File: src/rtl/periph_bus_arb.sv
// Round-robin arbiter and single-beat transfer sequencer sharing one peripheral register bus.
// Define ARB_LOCK_EN to let the granted master hold the bus across transfers via i_m_lock.
module periph_bus_arb #(
  parameter int unsigned NREQ = 2,
  parameter int unsigned AW   = 3,
  parameter int unsigned DW   = 32
) (
  input  logic                 i_clk,
  input  logic                 i_rst,
  input  logic [NREQ-1:0]      i_m_req,
  input  logic [NREQ-1:0]      i_m_we,
  input  logic [NREQ*AW-1:0]   i_m_addr,
  input  logic [NREQ*DW-1:0]   i_m_wdata,
  input  logic [NREQ-1:0]      i_m_lock,
  output logic [NREQ-1:0]      o_m_ack,
  output logic [DW-1:0]        o_m_rdata,
  output logic                 o_bus_ce,
  output logic                 o_bus_we,
  output logic [AW-1:0]        o_bus_addr,
  output logic [DW-1:0]        o_bus_din,
  input  logic [DW-1:0]        i_bus_dout
);

  localparam int unsigned IW = $clog2(NREQ);

  typedef enum logic [1:0] {StIdle, StAccess, StAck} state_e;

  state_e          r_state, w_state_d;
  logic [IW-1:0]   r_gnt, w_gnt_d;
  logic [IW-1:0]   r_rr_last, w_rr_last_d;
  logic            r_bus_ce, w_bus_ce_d;
  logic            r_bus_we, w_bus_we_d;
  logic [AW-1:0]   r_bus_addr, w_bus_addr_d;
  logic [DW-1:0]   r_bus_din, w_bus_din_d;
  logic [NREQ-1:0] r_m_ack, w_m_ack_d;
  logic [DW-1:0]   r_m_rdata, w_m_rdata_d;

  logic [NREQ-1:0] w_req_eff;
  logic [IW-1:0]   w_win;
  logic [IW-1:0]   w_idx;

`ifdef ARB_LOCK_EN
  logic r_lock_own, w_lock_own_d;

  // While the bus is locked only the owning master may start a transfer.
  always_comb begin
    w_req_eff = i_m_req;
    if (r_lock_own) begin
      w_req_eff        = '0;
      w_req_eff[r_gnt] = i_m_req[r_gnt];
    end
  end
`else
  logic w_unused_lock;
  assign w_unused_lock = ^i_m_lock;
  assign w_req_eff     = i_m_req;
`endif

  // Descending scan so the last hit is the first requester after r_rr_last.
  always_comb begin
    w_win = r_rr_last;
    w_idx = '0;
    for (int k = NREQ; k >= 1; k--) begin
      w_idx = IW'((int'(r_rr_last) + k) % int'(NREQ));
      if (w_req_eff[w_idx]) w_win = w_idx;
    end
  end

  always_comb begin
    w_state_d    = r_state;
    w_gnt_d      = r_gnt;
    w_rr_last_d  = r_rr_last;
    w_bus_ce_d   = r_bus_ce;
    w_bus_we_d   = r_bus_we;
    w_bus_addr_d = r_bus_addr;
    w_bus_din_d  = r_bus_din;
    w_m_ack_d    = '0;
    w_m_rdata_d  = r_m_rdata;
`ifdef ARB_LOCK_EN
    w_lock_own_d = r_lock_own;
`endif
    unique case (r_state)
      StIdle: begin
        if (|w_req_eff) begin
          w_gnt_d      = w_win;
          w_bus_ce_d   = 1'b1;
          w_bus_we_d   = i_m_we[w_win];
          w_bus_addr_d = i_m_addr[int'(w_win)*int'(AW) +: AW];
          w_bus_din_d  = i_m_wdata[int'(w_win)*int'(DW) +: DW];
          w_state_d    = StAccess;
        end
      end
      StAccess: begin
        if (!r_bus_we) w_m_rdata_d = i_bus_dout;
        w_bus_ce_d       = 1'b0;
        w_bus_we_d       = 1'b0;
        w_m_ack_d[r_gnt] = 1'b1;
`ifdef ARB_LOCK_EN
        // A locking owner keeps r_rr_last so the rotation resumes where it left off.
        w_lock_own_d = i_m_lock[r_gnt];
        if (!i_m_lock[r_gnt]) w_rr_last_d = r_gnt;
`else
        w_rr_last_d = r_gnt;
`endif
        w_state_d = StAck;
      end
      StAck: begin
        w_state_d = StIdle;
      end
      default: begin
        w_state_d = StIdle;
      end
    endcase
  end

  always_ff @(posedge i_clk) begin
    if (i_rst) begin
      r_state    <= StIdle;
      r_gnt      <= '0;
      r_rr_last  <= IW'(NREQ - 1);
      r_bus_ce   <= 1'b0;
      r_bus_we   <= 1'b0;
      r_bus_addr <= '0;
      r_bus_din  <= '0;
      r_m_ack    <= '0;
      r_m_rdata  <= '0;
`ifdef ARB_LOCK_EN
      r_lock_own <= 1'b0;
`endif
    end else begin
      r_state    <= w_state_d;
      r_gnt      <= w_gnt_d;
      r_rr_last  <= w_rr_last_d;
      r_bus_ce   <= w_bus_ce_d;
      r_bus_we   <= w_bus_we_d;
      r_bus_addr <= w_bus_addr_d;
      r_bus_din  <= w_bus_din_d;
      r_m_ack    <= w_m_ack_d;
      r_m_rdata  <= w_m_rdata_d;
`ifdef ARB_LOCK_EN
      r_lock_own <= w_lock_own_d;
`endif
    end
  end

  assign o_m_ack    = r_m_ack;
  assign o_m_rdata  = r_m_rdata;
  assign o_bus_ce   = r_bus_ce;
  assign o_bus_we   = r_bus_we;
  assign o_bus_addr = r_bus_addr;
  assign o_bus_din  = r_bus_din;

endmodule

File: config.mk
export PLATFORM = sky130hd
export DESIGN_NAME = periph_bus_arb
export DESIGN_NICKNAME = d
export VERILOG_FILES = /design/src/rtl/periph_bus_arb.sv
export SDC_FILE = /design/constraint.sdc
export NUM_CORES = 1
export LEC_CHECK = 0
export ABC_CLOCK_PERIOD_IN_PS = 2600
export BUFFER_PORTS_ARGS = -buffer_cell sky130_fd_sc_hd__buf_2
export CAP_MARGIN = 10
export CORE_MARGIN = 3
export CORE_UTILIZATION = 47
export CTS_CLUSTER_SIZE = 40
export DETAILED_ROUTE_END_ITERATION = 10
export PLACE_DENSITY = 0.95
export SLEW_MARGIN = 25
export SYNTH_ARGS = -nofsm -noshare
export SYNTH_HDL_FRONTEND = slang
export SYNTH_SLANG_ARGS = --single-unit
export TNS_END_PERCENT = 5
File: constraint.sdc
create_clock -name i_clk -period 2.6 [get_ports i_clk]
set_input_delay 0 -clock i_clk [delete_from_list [all_inputs] [get_ports i_clk]]
set_output_delay 0 -clock i_clk [all_outputs]
set_load 0.01 [all_outputs]
==> results <==
- The run finished with clean final reports.
- For this block, the initial DRC count from the detailed router was 171.
- Row generation in the floorplan step produced 29 rows.
- The max-slew violation count is 0.
- The required time at the endpoint of the critical path is ~2.9 ns.
- The most frequent standard cell in the layout excluding fill and tap cells is sky130_fd_sc_hd__buf_2.
- The final-report setup violation count is 0.
- Entering global routing, the biggest net connects 71 pins.
- In the post-route analysis, the smallest setup slack over all paths is 0.252 ns.
- Dividing the detail-routed via count by the number of cells gives about 5.4.
- After detailed routing, the number of remaining DRC violations is 0.
- The total routing usage reported by global routing is 0.323.
- In this run the count of I/O pins placed on the die edge is approximately 180.
- The wire length of the first global-routing pass is about 19,000 um.
- The post-DP HPWL is 6130 um.
- For this design, the CTS-stage hold fixing added 102 buffers.
- The clock transition at the registers of the reported paths is 0.08 ns.
- The count of inserted antenna diode cells is 0.
- The placeable core region is 6390 um2.
- The count of different cell masters after synthesis is 24.
- The nature of the critical path startpoint is a flip-flop.
- In the final layout, the share of cells above drive strength 1 is 0.368.
- The endpoint arrival time on the critical path is 2.62 ns.
- Of the available clock period, the critical path in the final layout requires 0.903.
- The leakage dissipation is 2.48 nW.
- The post-cts repair resize count is 0.
- The total detailed-routing wirelength is 12,600 um.
- During placement, the flow inserted port buffers numbering 178.
- The setup slack at placement is about 0.9 ns.
- The maximum number of buffers from clock root to sink is 2.
- The number of detailed-route iterations in the first pass is 5.
- The final weighted congestion of routability-driven global placement is between 0.7 and 0.8.
- In this run the number of H-tree levels came out at 3.
- The worst hold path belongs to the class in2reg.
- The initial utilization of the core area, before any placement, comes to 0.489.
- Setup repair after global routing left no endpoint under its margin.
- For this run, the number of Yosys warnings is 0.
- The detailed router placed 3,859 vias in this run.
- The sum of negative setup slack is 0 ns.
- TritonCTS built the clock tree.
- The clock period minus final worst setup slack is around 2.3 ns.
- The number of global-route vias before repair was 3,937.
- The total power divided by cell area is 595 nW/um2.
- The max-slew headroom at the worst pin is 0.484.
- Along the worst path, the maximum fanout reaches 36.
- Summed over all layers, the global routing overflow is 0.
- The classification of the worst setup path is reg2reg.
- The tool flagged a number of max-cap violations equal to 0.
- The final hold violation count is 0.
- After synthesis the netlist holds a flip-flop and latch count of 75.
- The worst-case IR drop observed on VDD is 0.000425 V.
- The full die area is between 7000 and 8000 um2.
- The tree is rooted in a sky130_fd_sc_hd__clkbuf_8.
- The initial antenna violation count is 0.
- The die is 87.5 um tall.
- The transition time at the pin with the least slew margin is 0.775 ns.
- The number of nets still failing antenna checks after routing is 0.
- The largest clock skew in the final design is 0.0100 ns.
- The clock sink count is 75.
- Based on the critical path, the design can be clocked at up to 426 MHz.
- The TritonCTS buffer count is 9.
- The number of nets handed over by synthesis was ~480.
- The total setup buffers inserted after CTS is 0.
- The post-layout net count is 741.
- The synthesis-to-layout area growth is 67.9%.
- The number of standard cells after synthesis is 365.
- Leaving out fill and tap cells, the most frequent cells in the layout are sky130_fd_sc_hd__buf_2, sky130_fd_sc_hd__nand2_1, sky130_fd_sc_hd__dlygate4sd3_1.
- The average wire length per cell after detail routing is 17.6 um.
- Measured along the x axis, the die boundary spans 87.5 um.
- The total standard cell area after synthesis is 3120 um2.
- The kind of end point of the critical path is a flip-flop.
- The share of the Yosys chip area taken by registers is 0.481.
- The clock latency reported for the late side of the worst-skew pair is about 0.33 ns.
- Each instance of the synthesized netlist takes up on average 8.55 um2.
## layout make-up
type                            instances  area, um2
Clock buffer                           12        165
Multi-Input combinational cell        259       1460
Clock inverter                          4       47.5
Timing Repair Buffer                  284       1970
Sequential cell                        75       1500
Tap cell                               77       96.3
Inverter                                2       7.51
Fill cell                             337       1150
## sequential cells by signal, summed over array words and instances, names as in the netlist, 2 cells and up
signal,cells
o_m_ack,2
o_bus_addr,3
o_m_rdata,32
r_state,2
o_bus_din,32
## synthesized netlist by cell type
cell	n	share of area
sky130_fd_sc_hd__or3_1	1	0.0020
sky130_fd_sc_hd__mux2_2	1	0.0036
sky130_fd_sc_hd__nor3_4	1	0.0052
sky130_fd_sc_hd__a311oi_1	5	0.014
sky130_fd_sc_hd__a21oi_1	33	0.053
sky130_fd_sc_hd__buf_6	4	0.014
sky130_fd_sc_hd__nor2b_1	1	0.0020
sky130_fd_sc_hd__or2_2	1	0.0020
sky130_fd_sc_hd__and2_1	1	0.0020
sky130_fd_sc_hd__nand2_1	135	0.16
sky130_fd_sc_hd__mux2i_4	1	0.0072
sky130_fd_sc_hd__nor3_1	2	0.0032
sky130_fd_sc_hd__buf_2	17	0.027
sky130_fd_sc_hd__a211o_1	1	0.0028
sky130_fd_sc_hd__dfxtp_1	75	0.48
sky130_fd_sc_hd__nor2_1	41	0.049
sky130_fd_sc_hd__o31ai_1	1	0.0024
sky130_fd_sc_hd__clkbuf_1	8	0.0096
sky130_fd_sc_hd__inv_1	2	0.0024
sky130_fd_sc_hd__o21ai_0	1	0.0016
sky130_fd_sc_hd__a311oi_2	30	0.14
sky130_fd_sc_hd__a211oi_1	1	0.0024
sky130_fd_sc_hd__nand2b_2	1	0.0028
sky130_fd_sc_hd__mux2i_1	1	0.0032
## per-stage QoR
stage | power, W | util | hold slack, ns | cells | cell area (um2)
after floorplan | 0.00173 | - | 0.136 | 365 | 3120
after global placement | 0.00193 | 0.627 | 0.242 | 595 | 4010
after detailed placement | 0.00197 | 0.627 | 0.245 | 595 | 4010
after CTS | 0.00305 | 0.821 | 0.0195 | 713 | 5240
after global routing | 0.00323 | 0.821 | 0.0395 | 713 | 5240
final | 0.00312 | 0.821 | 0.0395 | 713 | 5240
## logic make-up (layout without fill, tap and decap cells)
logic type      Yosys count  count (layout)  synth area share
simple gates            184             184             0.231
flops                    75              75             0.481
compound gates           72              72             0.220
buf+inv                  31             302            0.0537
mux                       3               3            0.0140
## where the power goes
group,internal [W],switching [W],leakage [nW]
Clock,0.000520,0.000424,0.108
Combinational,0.000405,0.000446,1.75
Sequential,0.00126,0.0000701,0.618
Total,0.00218,0.000940,2.48
## metal layers
layer | routed length, um | part of all wire | global-route usage | vias up
met4 | 623 | 0.050 | 0.190 | 0
met5 | 0 | 0 | 0 | -
li1 | - | - | - | 1759
met2 | 6130 | 0.49 | 0.551 | 294
met1 | 4470 | 0.36 | 0.355 | 1743
met3 | 1350 | 0.11 | 0.0946 | 63
## critical path, cell delays in order (launching register included)
cell	delay (ns)
sky130_fd_sc_hd__dfxtp_1	0.43
sky130_fd_sc_hd__mux2_2	0.69
sky130_fd_sc_hd__nand2_1	0.21
sky130_fd_sc_hd__a311oi_2	0.35
sky130_fd_sc_hd__dlygate4sd3_1	0.60
## worst paths after layout
path / start / to / slack [ns] / depth (start not counted)
hold reg to reg: o_m_rdata[28]$_SDFFE_PP0P_ / o_m_rdata[28]$_SDFFE_PP0P_ / 0.46 / 2
hold / removal: i_m_we[1] / o_bus_we$_SDFFE_PP0P_ / 0.04 / 3
setup reg to reg: r_rr_last$_SDFFE_PP1P_ / o_bus_din[27]$_SDFFE_PP0P_ / 0.25 / 4
setup / recovery: r_rr_last$_SDFFE_PP1P_ / o_bus_din[27]$_SDFFE_PP0P_ / 0.25 / 4
(Power assumes the default switching activity.)
